--- src/rtl/debug_key_ctrl.sv ---
// debug_key_ctrl: debounced button event classifier and priority-shared LED driver
// with blink phases and a press-acknowledge flash.
module debug_key_ctrl #(
    parameter int NUM_REQ           = 4,
    parameter int DEBOUNCE_CYCLES   = 742500,
    parameter int LONG_PRESS_CYCLES = 74250000,
    parameter int BLINK_HALF_CYCLES = 18562500,
    parameter int ACK_CYCLES        = 3712500
) (
    input  logic                   clk,
    input  logic                   reset,
    input  logic                   button_raw,
    output logic                   led,
    output logic                   button_lvl,
    output logic                   press_pulse,
    output logic                   short_pulse,
    output logic                   long_pulse,
    input  logic [NUM_REQ-1:0]     led_req,
    input  logic [2*NUM_REQ-1:0]   led_mode,
    output logic [NUM_REQ-1:0]     led_grant
);
    localparam int DW = $clog2(DEBOUNCE_CYCLES + 1);
    localparam int HW = $clog2(LONG_PRESS_CYCLES + 1);
    localparam int PW = $clog2(BLINK_HALF_CYCLES + 1);
    localparam int AW = ACK_CYCLES > 0 ? $clog2(ACK_CYCLES + 1) : 1;
    localparam int IW = NUM_REQ > 1 ? $clog2(NUM_REQ) : 1;

    logic               s1_q, s2_q, lvl_q, lvl_dly_q;
    logic [DW-1:0]      db_cnt_q, db_cnt_d;
    logic [HW-1:0]      hold_q, hold_d;
    logic [PW-1:0]      ph_q, ph_d;
    logic [AW-1:0]      ack_q, ack_d;
    logic               long_fired_q, long_fired_d;
    logic               slow_q, slow_d, fast_q, fast_d;
    logic               press_q, short_q, long_q, led_q, led_d, lvl_d;
    logic [NUM_REQ-1:0] grant_q, win_oh;
    logic [IW-1:0]      win_idx;
    logic [2*NUM_REQ-1:0] mode_sh;
    logic [1:0]         win_mode;
    logic               rise, fall, db_same, db_done, long_hit, ph_wrap, any_req;

    always_comb begin
        rise         = lvl_q & ~lvl_dly_q;
        fall         = ~lvl_q & lvl_dly_q;
        db_same      = s2_q == lvl_q;
        db_done      = !db_same && db_cnt_q == DW'(DEBOUNCE_CYCLES - 1);
        db_cnt_d     = (db_same || db_done) ? '0 : db_cnt_q + 1'b1;
        lvl_d        = db_done ? s2_q : lvl_q;
        // the rising-edge cycle is hold count zero, so a stale count never fires long
        long_hit     = lvl_q && !rise && !long_fired_q && hold_q == HW'(LONG_PRESS_CYCLES - 1);
        hold_d       = rise ? '0 : (lvl_q && hold_q != HW'(LONG_PRESS_CYCLES)) ? hold_q + 1'b1 : hold_q;
        long_fired_d = rise ? 1'b0 : long_fired_q | long_hit;
        ack_d        = rise ? AW'(ACK_CYCLES) : ack_q != '0 ? ack_q - 1'b1 : ack_q;
        ph_wrap      = ph_q == PW'(BLINK_HALF_CYCLES - 1);
        ph_d         = ph_wrap ? '0 : ph_q + 1'b1;
        slow_d       = slow_q ^ ph_wrap;
        fast_d       = fast_q ^ (ph_wrap | (ph_q == PW'(BLINK_HALF_CYCLES / 2 - 1)));
        any_req      = |led_req;
        win_idx      = '0;
        for (int i = NUM_REQ - 1; i >= 0; i--)
            if (led_req[i]) win_idx = IW'(i);
        win_oh       = any_req ? NUM_REQ'(1) << win_idx : '0;
        mode_sh      = led_mode >> {win_idx, 1'b0};
        win_mode     = mode_sh[1:0];
        led_d        = ack_q != '0 ? 1'b1 :
                       !any_req    ? 1'b0 :
                       win_mode[1] ? (win_mode[0] ? fast_q : slow_q) : win_mode[0];
    end

    always_ff @(posedge clk) begin
        if (reset) begin
            s1_q         <= 1'b0;
            s2_q         <= 1'b0;
            db_cnt_q     <= '0;
            lvl_q        <= 1'b0;
            lvl_dly_q    <= 1'b0;
            hold_q       <= '0;
            long_fired_q <= 1'b0;
            press_q      <= 1'b0;
            short_q      <= 1'b0;
            long_q       <= 1'b0;
            ack_q        <= '0;
            ph_q         <= '0;
            slow_q       <= 1'b0;
            fast_q       <= 1'b0;
            grant_q      <= '0;
            led_q        <= 1'b0;
        end else begin
            s1_q         <= button_raw;
            s2_q         <= s1_q;
            db_cnt_q     <= db_cnt_d;
            lvl_q        <= lvl_d;
            lvl_dly_q    <= lvl_q;
            hold_q       <= hold_d;
            long_fired_q <= long_fired_d;
            press_q      <= rise;
            short_q      <= fall & ~long_fired_q;
            long_q       <= long_hit;
            ack_q        <= ack_d;
            ph_q         <= ph_d;
            slow_q       <= slow_d;
            fast_q       <= fast_d;
            grant_q      <= win_oh;
            led_q        <= led_d;
        end
    end

    assign led         = led_q;
    assign button_lvl  = lvl_q;
    assign press_pulse = press_q;
    assign short_pulse = short_q;
    assign long_pulse  = long_q;
    assign led_grant   = grant_q;
endmodule

--- config.mk ---
export PLATFORM = sky130hd
export DESIGN_NAME = debug_key_ctrl
export DESIGN_NICKNAME = d
export VERILOG_FILES = /design/src/rtl/debug_key_ctrl.sv
export SDC_FILE = /design/constraint.sdc
export NUM_CORES = 1
export LEC_CHECK = 0
export ABC_AREA = 1
export CAP_MARGIN = 25
export CORE_MARGIN = 5
export CORE_UTILIZATION = 42
export CTS_CLUSTER_SIZE = 8
export DETAILED_ROUTE_END_ITERATION = 10
export GPL_TIMING_DRIVEN = 0
export REMOVE_ABC_BUFFERS = 1
export SLEW_MARGIN = 20
export SYNTH_ARGS = -nofsm -noshare
export SYNTH_HDL_FRONTEND = slang
export SYNTH_SLANG_ARGS = --single-unit
export TNS_END_PERCENT = 30
--- constraint.sdc ---
create_clock -name clk -period 1.9 [get_ports clk]
set_clock_uncertainty 0.2 [all_clocks]
set_input_delay 0.38 -clock clk [delete_from_list [all_inputs] [get_ports clk]]
set_output_delay 0.38 -clock clk [all_outputs]
set_load 0.02 [all_outputs]
* Word level (Yosys, flattened, before mapping) *
Cells that the tools add are included.

word-level totals
  register bits after elaboration = 109
  latch bits = 0
  bits in writable memories = 0
  memory bits (read-only) = 0
  bits of input ports = 15
  output and inout port bits = 9
  logic and storage cells = 66
  memories = 0

cells by class
  $add $sub $neg = 4
  $mul = 0
  div/mod/pow operators = 0
  order comparisons = 0
  equal/unequal tests = 6
  shifts and indexed selects = 2
  muxes and demuxes = 10
  bitwise logic cells = 11
  reduce and logical (&&, ||, !) cells = 16

operators with widths
  operator                                                               count
  22-bit two-way mux                                                     2
  27-bit by 1-bit adder with 27-bit output (second input constant)       1
  27-bit == test (second input constant)                                 1
  27-bit != test (second input constant)                                 1
  25-bit by 1-bit adder with 25-bit output (second input constant)       1
  25-bit by 24-bit == test with 1-bit output (second input constant)     1
  25-bit == test (second input constant)                                 1
  22-bit nonzero test                                                    1
  22-bit by 1-bit subtractor with 22-bit output (second input constant)  1
  20-bit by 1-bit adder with 20-bit output (second input constant)       1
  20-bit == test (second input constant)                                 1
  2-bit two-way mux                                                      4
  2-bit OR reduction                                                     4
  8-bit by 3-bit right shift with 2-bit output                           1
  1-bit logical AND                                                      5
  1-bit two-way mux                                                      4
  1-bit NOT                                                              4
  4-bit OR reduction                                                     1
  1-bit by 2-bit left shift with 4-bit output (first input constant)     1
  1-bit AND                                                              3
  1-bit zero test                                                        3
  1-bit bitwise OR                                                       2
  2-bit nonzero test                                                     1
  1-bit XOR                                                              2
  other kinds (2)                                                        2

* Logic depth before layout (Yosys ltp) *
  depth in word-level cells = 9
  mapped depth = 11
  gate-level depth less buffers = 11

* Worst setup path after synthesis *
Ideal clock, no wire load.

  kind = register to register
  from = register ph_q[0]
  to = register ph_q[24]
  library setup time = 70 ps
  arrival = 1527 ps
  required time = 1630 ps
  path slack = 104 ps
  cell stages (with the launch flop) = 9
  buffers on the path = 0
  clock period less this slack = 1796 ps
  cell sequence = dfxtp_1 > ha_1 > nand3_1 > nor2_2 > nand2_2 > nor2_1 > nand2_1 > or2_0 > a21oi_1

between the ends
  cells in the longest elaborated chain, start to end = 2
  elaborated cells between the ends (all ways) = 3
  those cells by class = 1 x add/sub; 1 x eq/ne; 1 x reduce/logical

ends and longest elaborated chain
  element                                                                                           RTL line  RTL
  from (decl)                                                                                       31        logic [PW-1:0] ph_q, ph_d;
  from (signal assigned)                                                                            100       ph_q <= ph_d;
  parallel branches: the longest is 2 deep, another holds 25-bit by 1-bit adder with 25-bit output  --

Parallel ways; which one is timed is not known.
A chain may end at the register's enable or synchronous reset.

* Worst setup path in the final report *
  from = register lvl_q (netlist: button_lvl)
  to = output port button_lvl

RTL lines
  element                 RTL line  RTL
  from (decl)             28        logic s1_q, s2_q, lvl_q, lvl_dly_q;
  from (signal assigned)  92        lvl_q <= lvl_d;
  to (decl)               14        output logic button_lvl,

No word-level cell between the ends.

==> results.md <==
- Die area: 16,500 µm²
- Slowest stage delay, CP: 0.50 ns
- Mapped cell area: 5890 µm²
- Final std cells w/o fill: 1,104
- CTS root buf: clkbuf_16
- Post-synth ARST share: 0%
- Core ar.: 13,800 µm²
- H-Tree Depth: 3
- Y dimension of the die: 128 µm
- Final-report setup violation count: 0
- CTS tree: built
- Worst R2R Path Depth: 9
- Ant. Diodes: 0
- Post-synthesis average cell area: 6.69 µm²
- Drt wl/cell: 12.5 µm
- Status: completed
- Slowest-stage cell, CP: dfxtp_2
- Final core utilization: 50.4%
- Crit start category: register
- Largest net degree at the start of global routing: 26
- Synthesis warning total: 0
- Row cnt: 43
- Most common cell after layout, fill and taps aside: nand2_1
- CTS clk-pin slew, worst paths: 0.07 ns
- CP Class: reg2out
- Gpl congestion: 0.866
- Max Root-Sink Buffers: 2
- Final Hold Viols: 0
- Number of global-route vias before repair: 5,105
- CP startpoint: button_lvl
- Sequential share of the synthesized area: 37.0%
- DR iter-0 viols: 286
- Yosys reg bits: 109
- CP Buf/Inv Count: 1
- First-pass GRT wire length: 23,600 µm
- Worst Setup End Kind: output pin
- Global route overflow: 0
- VDD IR max: 0.000571 V
- EDFF count, synth: 0
- Hold-fix buffers, CTS: 0
- Routed WL: 13,800 µm
- Most frequent cells in the layout: nand2_1, nor2_1, dfxtp_1, inv_1, a21oi_1
- CP required: 1.32 ns
- WHS Endpoint: db_cnt_q[0]
- # placed instances: 1,070
- Fmax: 542 MHz
- Reg2Reg Setup Slack: 0.08 ns
- RSZ-0062 raised after global routing: true
- Clock Latency Late Sink: 0.35 ns
- Leakage Power: 2.63 nW
- Post-DP HPWL: 9810 µm
- Total CTS buffers: 9
- Total stage count of the critical path: 1
- WP data arrival: 1.26 ns
- Total number of vias: 5,490
- Max Slew Vio Count: 0
- 1st-pass router iterations: 4
- Power per cell area: 970 nW/µm²
- # Max-Cap Violations: 0
- Tmin final: 1.84 ns
- Hold Crit Depth: 1
- Slew headroom: 64.9%
- Delay-heaviest family, CP: flip-flops
- Top-Level Pins: 24
- Hold Path Class: reg2reg
- Part of the cycle the worst path needs: 97.1%
- Drt drc: 0
- Worst Min Path Start: db_cnt_q[0]
- CTS Sinks: 109
- Predominant post-synthesis flop cell: dfxtp_1
- Final Net Count: 941
- CP Cell Sequence: dlygate4sd2_1
- Initial core utilization: 42.6%
- Worst-path maximum fanout: 7
- Area Growth Syn to Fin: 18.4%
- Via-to-Cell Ratio: 4.97
- Distinct cells, synth: 36
- Worst Max-Slew Pin Slew: 0.526 ns
- Layout cells sized above 1: 13.6%
- ANT nets after route: 0
- Worst R2R Start: hold_q[23]
- Port Buffers: 23
- Post-Synthesis Cells: 881
- Reg-to-Reg End: hold_q[18]
- Initial antenna violation count: 0
- Die width: 128 µm
- GRT Total Usage: 17.4%
through the flow:
stage	hold slack [ns]	power [mW]	TNS (ns)	worst slack, ns	cell area, µm²
after floorplan	0.188	4.43	-10.07	-0.451	5810
after global placement	0.216	4.88	-98.21	-1.36	6260
after detailed placement	0.219	4.89	-89.62	-1.27	6280
after CTS	0.230	6.72	-2.00	-0.0991	6710
after global routing	0.245	7.28	-0.401	-0.0701	6970
final	0.217	6.77	0	0.0551	6970
flip-flops by register name, summed over array words and instances (netlist names):
register,count
s1_q,1
long_fired_q,1
fast_q,1
s2_q,1
short_pulse,1
hold_q,27
db_cnt_q,20
led_grant,4
long_pulse,1
button_lvl,1
lvl_dly_q,1
press_pulse,1
slow_q,1
led,1
ph_q,25
ack_q,22
kinds of logic after synthesis:
kind of cell             count (synthesis)  synth area share, %
flip-flops                             109                 37.0
AO/OA/AOI/OAI                           74                 6.56
AND/OR/NAND/NOR                        539                 41.0
adder cells (fa/ha/maj)                  7                 1.49
buffers and inverters                  108                 7.37
XOR/XNOR                                44                 6.54
synth_stat cells (2+ instances only):
| master | count | share of area (%) |
|---|---|---|
| ha_1 | 7 | 1.5 |
| nor3b_1 | 4 | 0.51 |
| clkbuf_1 | 5 | 0.32 |
| buf_2 | 5 | 0.42 |
| clkinv_1 | 2 | 0.13 |
| xor2_1 | 27 | 4.0 |
| o21ai_0 | 7 | 0.59 |
| nor2_2 | 2 | 0.21 |
| nor3_1 | 43 | 3.7 |
| nor3_4 | 4 | 1.1 |
| nand3b_1 | 7 | 0.89 |
| inv_2 | 2 | 0.13 |
| nand4_1 | 23 | 2.4 |
| o21a_1 | 2 | 0.25 |
| inv_1 | 89 | 5.7 |
| a211oi_1 | 3 | 0.38 |
| nor2_4 | 2 | 0.38 |
| buf_4 | 4 | 0.51 |
| nor2_1 | 147 | 9.4 |
| nand2_1 | 224 | 14 |
| nor4_1 | 8 | 0.85 |
| dfxtp_1 | 109 | 37 |
| nand3_1 | 54 | 4.6 |
| nand3_2 | 3 | 0.51 |
| a21oi_1 | 60 | 5.1 |
| xnor2_1 | 17 | 2.5 |
| or2_2 | 8 | 0.85 |
| nand2_2 | 5 | 0.53 |
how the worst max path moves through the flow:
stage | to | slack, ns
after floorplan | hold_q[18] | -0.45
after global placement | long_fired_q | -1.36
after detailed placement | db_cnt_q[14] | -1.27
after CTS | ph_q[15] | -0.1
after global routing | hold_q[15] | -0.07
final | button_lvl | 0.06
final cells by class:
cell class,count,area [µm²]
Sequential cell,109,2210
Tap cell,180,225
Clock buffer,11,243
Timing Repair inverter,1,7.51
Fill cell,1400,6850
Timing Repair Buffer,40,380
Inverter,93,365
Clock inverter,5,33.8
Multi-Input combinational cell,665,3510
routing by layer:
layer	track usage, %	part of all wire (%)	vias to the layer above	wire, µm
met3	4.19	3.2	8	439
met1	23.3	50	2500	6880
met5	0	0	-	0
met2	28.8	46	65	6380
li1	-	-	2917	-
met4	3.68	0.75	0	104
power by group:
group | switching [mW] | internal, mW | total, mW
clock network | 0.850 | 0.926 | 1.78
registers | 0.221 | 2.52 | 2.74
logic | 1.35 | 0.909 | 2.25
repair_timing:
action,4_1_cts,5_1_grt
setup endpoints to repair,99,96
gates resized for setup,33,58
buffers inserted,7,9
cloned,2,0
pin swaps,1,16
No activity file was read; power rests on OpenSTA's default activity.
